[config.mk]
export PLATFORM = sky130hd
export DESIGN_NAME = framebuffer_writer
export DESIGN_NICKNAME = d
export VERILOG_FILES = /design/src/rtl/framebuffer_writer.sv
export SDC_FILE = /design/constraint.sdc
export NUM_CORES = 1
export LEC_CHECK = 0
export CORE_AREA = 3 3 82 84
export CTS_CLUSTER_DIAMETER = 120
export DETAILED_ROUTE_END_ITERATION = 6
export DIE_AREA = 0 0 85 87
export PLACE_DENSITY_LB_ADDON = 0.2
export REMOVE_ABC_BUFFERS = 1
export SYNTH_ARGS = -nofsm -noshare
export SYNTH_HDL_FRONTEND = slang
export SYNTH_SLANG_ARGS = --single-unit
[constraint.sdc]
create_clock -name cam_clk_25_i -period 2.1 [get_ports cam_clk_25_i]
set_input_delay 0.42 -clock cam_clk_25_i [delete_from_list [all_inputs] [get_ports cam_clk_25_i]]
set_output_delay 0.42 -clock cam_clk_25_i [all_outputs]
set_load 0.01 [all_outputs]
[src/rtl/framebuffer_writer.sv]
// Camera capture into a 176x144 greyscale framebuffer: crops oversize frames, flags short lines.
// Optional double-buffering of the write bank is enabled by defining FBW_BANK_SWAP_EN.
module framebuffer_writer #(
  parameter int unsigned FRAMEBUF_WIDTH  = 176,
  parameter int unsigned FRAMEBUF_HEIGHT = 144
) (
  input  logic        cam_clk_25_i,
  input  logic        reset_i,
  input  logic        fval_i,
  input  logic        lval_i,
  input  logic [7:0]  pix_in_i,
  output logic [15:0] wr_addr_o,
  output logic [7:0]  wr_data_o,
  output logic        wr_en_o,
  output logic        frame_done_o,
  output logic        rd_bank_o,
  output logic        line_err_o
);

  localparam int unsigned COL_W = $clog2(FRAMEBUF_WIDTH + 1);
  localparam int unsigned ROW_W = $clog2(FRAMEBUF_HEIGHT + 1);
  localparam logic [COL_W-1:0] COL_MAX   = COL_W'(FRAMEBUF_WIDTH);
  localparam logic [ROW_W-1:0] ROW_MAX   = ROW_W'(FRAMEBUF_HEIGHT);
  localparam logic [14:0]      LINE_STEP = 15'(FRAMEBUF_WIDTH);

  typedef enum logic [1:0] {
    ST_SYNC    = 2'd0,
    ST_IDLE    = 2'd1,
    ST_CAPTURE = 2'd2
  } state_e;

  state_e state_q, state_d;

  logic [COL_W-1:0] col_q, col_d;
  logic [ROW_W-1:0] row_q, row_d;
  logic [14:0]      line_base_q, line_base_d;
  logic             lval_prev_q, lval_prev_d;

  logic [15:0] wr_addr_q, wr_addr_d;
  logic [7:0]  wr_data_q, wr_data_d;
  logic        wr_en_q, wr_en_d;
  logic        frame_done_q, frame_done_d;
  logic        line_err_q, line_err_d;
  logic        wr_bank;

  logic in_capture;
  logic pix_accept;
  logic pix_write;
  logic line_end;
  logic frame_end;
  logic short_line;

  // State register
  always_ff @(posedge cam_clk_25_i) begin
    if (reset_i) begin
      state_q <= ST_SYNC;
    end else begin
      state_q <= state_d;
    end
  end

  // Next-state logic
  always_comb begin
    state_d = state_q;
    unique case (state_q)
      ST_SYNC:    if (!fval_i) state_d = ST_IDLE;
      ST_IDLE:    if (fval_i)  state_d = ST_CAPTURE;
      ST_CAPTURE: if (!fval_i) state_d = ST_IDLE;
      default:    state_d = ST_SYNC;
    endcase
  end

  // State-dependent event decode
  always_comb begin
    in_capture = (state_q == ST_CAPTURE);
    pix_accept = in_capture && fval_i && lval_i;
    pix_write  = pix_accept && (col_q < COL_MAX) && (row_q < ROW_MAX);
    frame_end  = in_capture && !fval_i;
    // lval_prev_q only records lval seen inside a capturing frame, so stray
    // lval activity in SYNC/IDLE can never fake a line end.
    line_end   = in_capture && fval_i && !lval_i && lval_prev_q;
    short_line = (line_end || frame_end) && (col_q != '0) && (col_q < COL_MAX);
  end

  always_comb begin
    col_d       = col_q;
    row_d       = row_q;
    line_base_d = line_base_q;
    lval_prev_d = pix_accept;
    if (frame_end) begin
      col_d       = '0;
      row_d       = '0;
      line_base_d = '0;
    end else if (line_end) begin
      col_d = '0;
      if (row_q < ROW_MAX) begin
        row_d       = row_q + 1'b1;
        line_base_d = line_base_q + LINE_STEP;
      end
    end else if (pix_write) begin
      col_d = col_q + 1'b1;
    end
  end

  always_comb begin
    wr_en_d      = pix_write;
    wr_data_d    = wr_data_q;
    wr_addr_d    = wr_addr_q;
    if (pix_write) begin
      wr_data_d = pix_in_i;
      wr_addr_d = {wr_bank, line_base_q + 15'(col_q)};
    end
    frame_done_d = frame_end;
    line_err_d   = line_err_q | short_line;
  end

  always_ff @(posedge cam_clk_25_i) begin
    if (reset_i) begin
      col_q        <= '0;
      row_q        <= '0;
      line_base_q  <= '0;
      lval_prev_q  <= 1'b0;
      wr_addr_q    <= '0;
      wr_data_q    <= '0;
      wr_en_q      <= 1'b0;
      frame_done_q <= 1'b0;
      line_err_q   <= 1'b0;
    end else begin
      col_q        <= col_d;
      row_q        <= row_d;
      line_base_q  <= line_base_d;
      lval_prev_q  <= lval_prev_d;
      wr_addr_q    <= wr_addr_d;
      wr_data_q    <= wr_data_d;
      wr_en_q      <= wr_en_d;
      frame_done_q <= frame_done_d;
      line_err_q   <= line_err_d;
    end
  end

`ifdef FBW_BANK_SWAP_EN
  // Swap on frame end so the reader only ever sees a completed frame.
  logic wr_bank_q, wr_bank_d;
  logic rd_bank_q, rd_bank_d;

  always_comb begin
    wr_bank_d = wr_bank_q;
    rd_bank_d = rd_bank_q;
    if (frame_end) begin
      wr_bank_d = ~wr_bank_q;
      rd_bank_d = wr_bank_q;
    end
  end

  always_ff @(posedge cam_clk_25_i) begin
    if (reset_i) begin
      wr_bank_q <= 1'b0;
      rd_bank_q <= 1'b0;
    end else begin
      wr_bank_q <= wr_bank_d;
      rd_bank_q <= rd_bank_d;
    end
  end

  assign wr_bank   = wr_bank_q;
  assign rd_bank_o = rd_bank_q;
`else
  assign wr_bank   = 1'b0;
  assign rd_bank_o = 1'b0;
`endif

  assign wr_addr_o    = wr_addr_q;
  assign wr_data_o    = wr_data_q;
  assign wr_en_o      = wr_en_q;
  assign frame_done_o = frame_done_q;
  assign line_err_o   = line_err_q;

endmodule

==> results.ini <==
[place]
dp_cells = 416
io_buffers = 37
hpwlAfterDp_mm = 3.96
place_area_um2 = 3130
routabilityCongestion = 0.813

[route]
dr_total_vias = 2256
drt_first_iter_violations = 105
drt-vias-per-instance = 5.32
ant_nets = 0
post_drt_wl_per_cell_um = 12.9
drc = 0
finalWirelength_mm = 5.48
drt_pass1_iterations = 4

[clock_tree]
ctsLongestPathBuffers = 2
cts_setup_buffers = 0
cts_sinks = 56
clk_latency_ns = 0.30
clockRootBuffer = clkbuf_8
h-tree-depth = 2
cts_tree = yes
cts_buffers = 5
clk_pin_slew_ns = 0.09

[outcome]
status = finished clean

[floorplanning]
rows = 28
die_y_um = 87
core-area_um2 = 5990
initial_core_util_pct = 42.7
dieArea_um2 = 7400
die_w_um = 85
io_pins = 40

[final_layout]
instances_no_fill = 424
diodes = 0
num-nets-final = 369
layout-drive-gt1-share_pct = 9.17
utilization_pct = 53.8
area_growth_pct = 26.1
stdcell_area_um2 = 3220
final.fill_count = 572

[critical_path]
worstPathMaxFanout = 4
cp_top_family = simple AND/OR/NAND/NOR gates
arrival_ns = 2.10
critPathCaptureType = flip-flop
critPathSlowestCell = or4_1
start_kind = primary input
path_cells = clkdlybuf4s50_1 -> nand4b_1 -> a211o_4 -> or4_1 -> a21oi_1
rrSetupSlack_ns = 0.26
worst-path-buf-inv = 1
critical_path_class = primary input to flip-flop
required_ns = 2.33
max_stage_delay_ns = 0.50

[logic_synthesis]
yosysTopAreaCell = dfxtp_1
synth_ff_type = dfxtp_1
synth_top_area_share_pct = 43.9
synth.most_common_cell = dfxtp_1
synth-seq-cells = 56
synth_cell_types = 47
seq_area_frac_synth_pct = 43.9
avgSynthCellArea_um2 = 8.58
syn_area_um2 = 2560
ys_warn_count = 0
synthArstFlopShare_pct = 0
synth-edff-count = 0
yosys-top-cells-area = dfxtp_1 (44%), a21oi_1 (6.7%), nand2_1 (5.7%), xnor2_1 (4.1%), ha_1 (3.9%)
yosys-top-cells-count = dfxtp_1 (56), nand2_1 (39), a21oi_1 (34), nor2_1 (23)
syn_inst = 298

[grt]
antenna_found_initial = 0
grt_use_met2_pct = 25.1
grt_use_total_pct = 15.5
grt_overflow = 0
grt_pass1_vias = 2154
grt_max_degree = 30
gr-usage-met3_pct = 2.65
grt-busiest-layer = met2
grt_first_pass_wirelength_mm = 9.56
use_met1_pct = 21.0

[sta]
slew_viol_final = 0
finalHoldViolCount = 0
rsz0062_at_grt = no
tns_ns = 0
timing.hold.ws_ns = 0.457
final.setup_skew_ns = 0.00869
fin_crit_ns = 1.87
fin_crit_sh_pct = 88.9
finalSetupViolCount = 0
timing.fmax_mhz = 535

[power]
p_int_uw = 1380
combPwrFrac_pct = 4.6
power.share.sequential_pct = 61.3
switching_share_pct = 21.3
p_clk_share_pct = 34.1
p_switching_uw = 372
ir_worst_vdd_v = 0.000253
cellPowerDensity_nw_per_um2 = 543
p_leak_uw = 0.00109

[job]
drv_cap = 0

[worst_hold_path]
holdCritPathClass = flip-flop to flip-flop

-- placed cells by master, fill, tap and decap left out, types with 8 or more instances in the layout --
cell / n
ha_1: 8
o21ai_0: 11
clkdlybuf4s50_1: 37
or3_1: 12
a21oi_1: 34
nand3_1: 10
nand2_1: 39
nor2_1: 23
buf_4: 19
xnor2_1: 12
dfxtp_1: 56
-- what timing repair did --
item	in CTS	in global routing
endpoints found under the setup margin	0	1
hold buffers	0	0
gates resized for setup	0	1
-- layer usage --
| layer | vias to the layer above | share of wire [%] |
|---|---|---|
| li1 | 1162 | - |
| met1 | 1031 | 52 |
| met2 | 55 | 43 |
| met3 | 8 | 4.4 |
| met4 | 0 | 1.3 |
| met5 | - | 0 |
-- worst reg2reg max path, cell delays in order, from the launching register on --
cell,delay (ns)
dfxtp_1,0.35
ha_1,0.23
fa_1,0.40
a211oi_2,0.32
nor3_1,0.10
xnor2_1,0.14
a211oi_1,0.22
-- power by group through the flow --
stage / sequential, uW / clock [uW] / combinational [uW]
2_1_floorplan: 1100 / 0 / 24.8
3_5_place_dp: 1100 / 0 / 80.2
5_1_grt: 1070 / 656 / 86.9
3_3_place_gp: 1100 / 0 / 79.8
6_report: 1070 / 597 / 80.0
4_1_cts: 1070 / 624 / 80.7
-- through the flow --
stage	power, uW	setup slack [ns]
2_1_floorplan	1120	-0.0139
3_3_place_gp	1180	-0.0569
3_5_place_dp	1180	-0.0858
4_1_cts	1780	0.122
5_1_grt	1820	0.0306
6_report	1750	0.232
-- sequential cells by signal, summed over array words and instances (netlist names) --
name	count
col_q	8
lval_prev_q	1
wr_en_o	1
wr_data_o	8
state_q	2
wr_addr_o	15
line_err_o	1
frame_done_o	1
row_q	8
line_base_q	11
-- cell families after synthesis --
| kind of cell | after synthesis | share of synthesized area (%) |
|---|---|---|
| fa+ha+maj | 9 | 4.70 |
| buf+inv | 22 | 3.62 |
| xor+xnor | 14 | 4.80 |
| flops | 56 | 43.9 |
| other cells | 1 | 0.147 |
| mux | 1 | 0.392 |
| compound gates | 80 | 20.5 |
| simple gates | 115 | 22.0 |
-- final timing paths --
path	start	endpoint	cells after the start
min	wr_data_o[7]	wr_data_o[7]	2
max reg2reg	line_base_q[4]	wr_addr_o[14]	6
max	fval_i	col_q[5]	5
min reg2reg	wr_data_o[7]	wr_data_o[7]	2
-- layout make-up --
| type | count | area (um2) | area share (%) |
|---|---|---|---|
| clock buffer | 8 | 90.1 | 2.80 |
| inverter | 7 | 26.3 | 0.815 |
| multi-input combinational | 221 | 1360 | 42.2 |
| sequential | 56 | 1120 | 34.8 |
| tap | 75 | 93.8 | 2.91 |
| timing repair buffer | 57 | 533 | 16.5 |
Note: power is estimated with default switching activity, not from simulation.
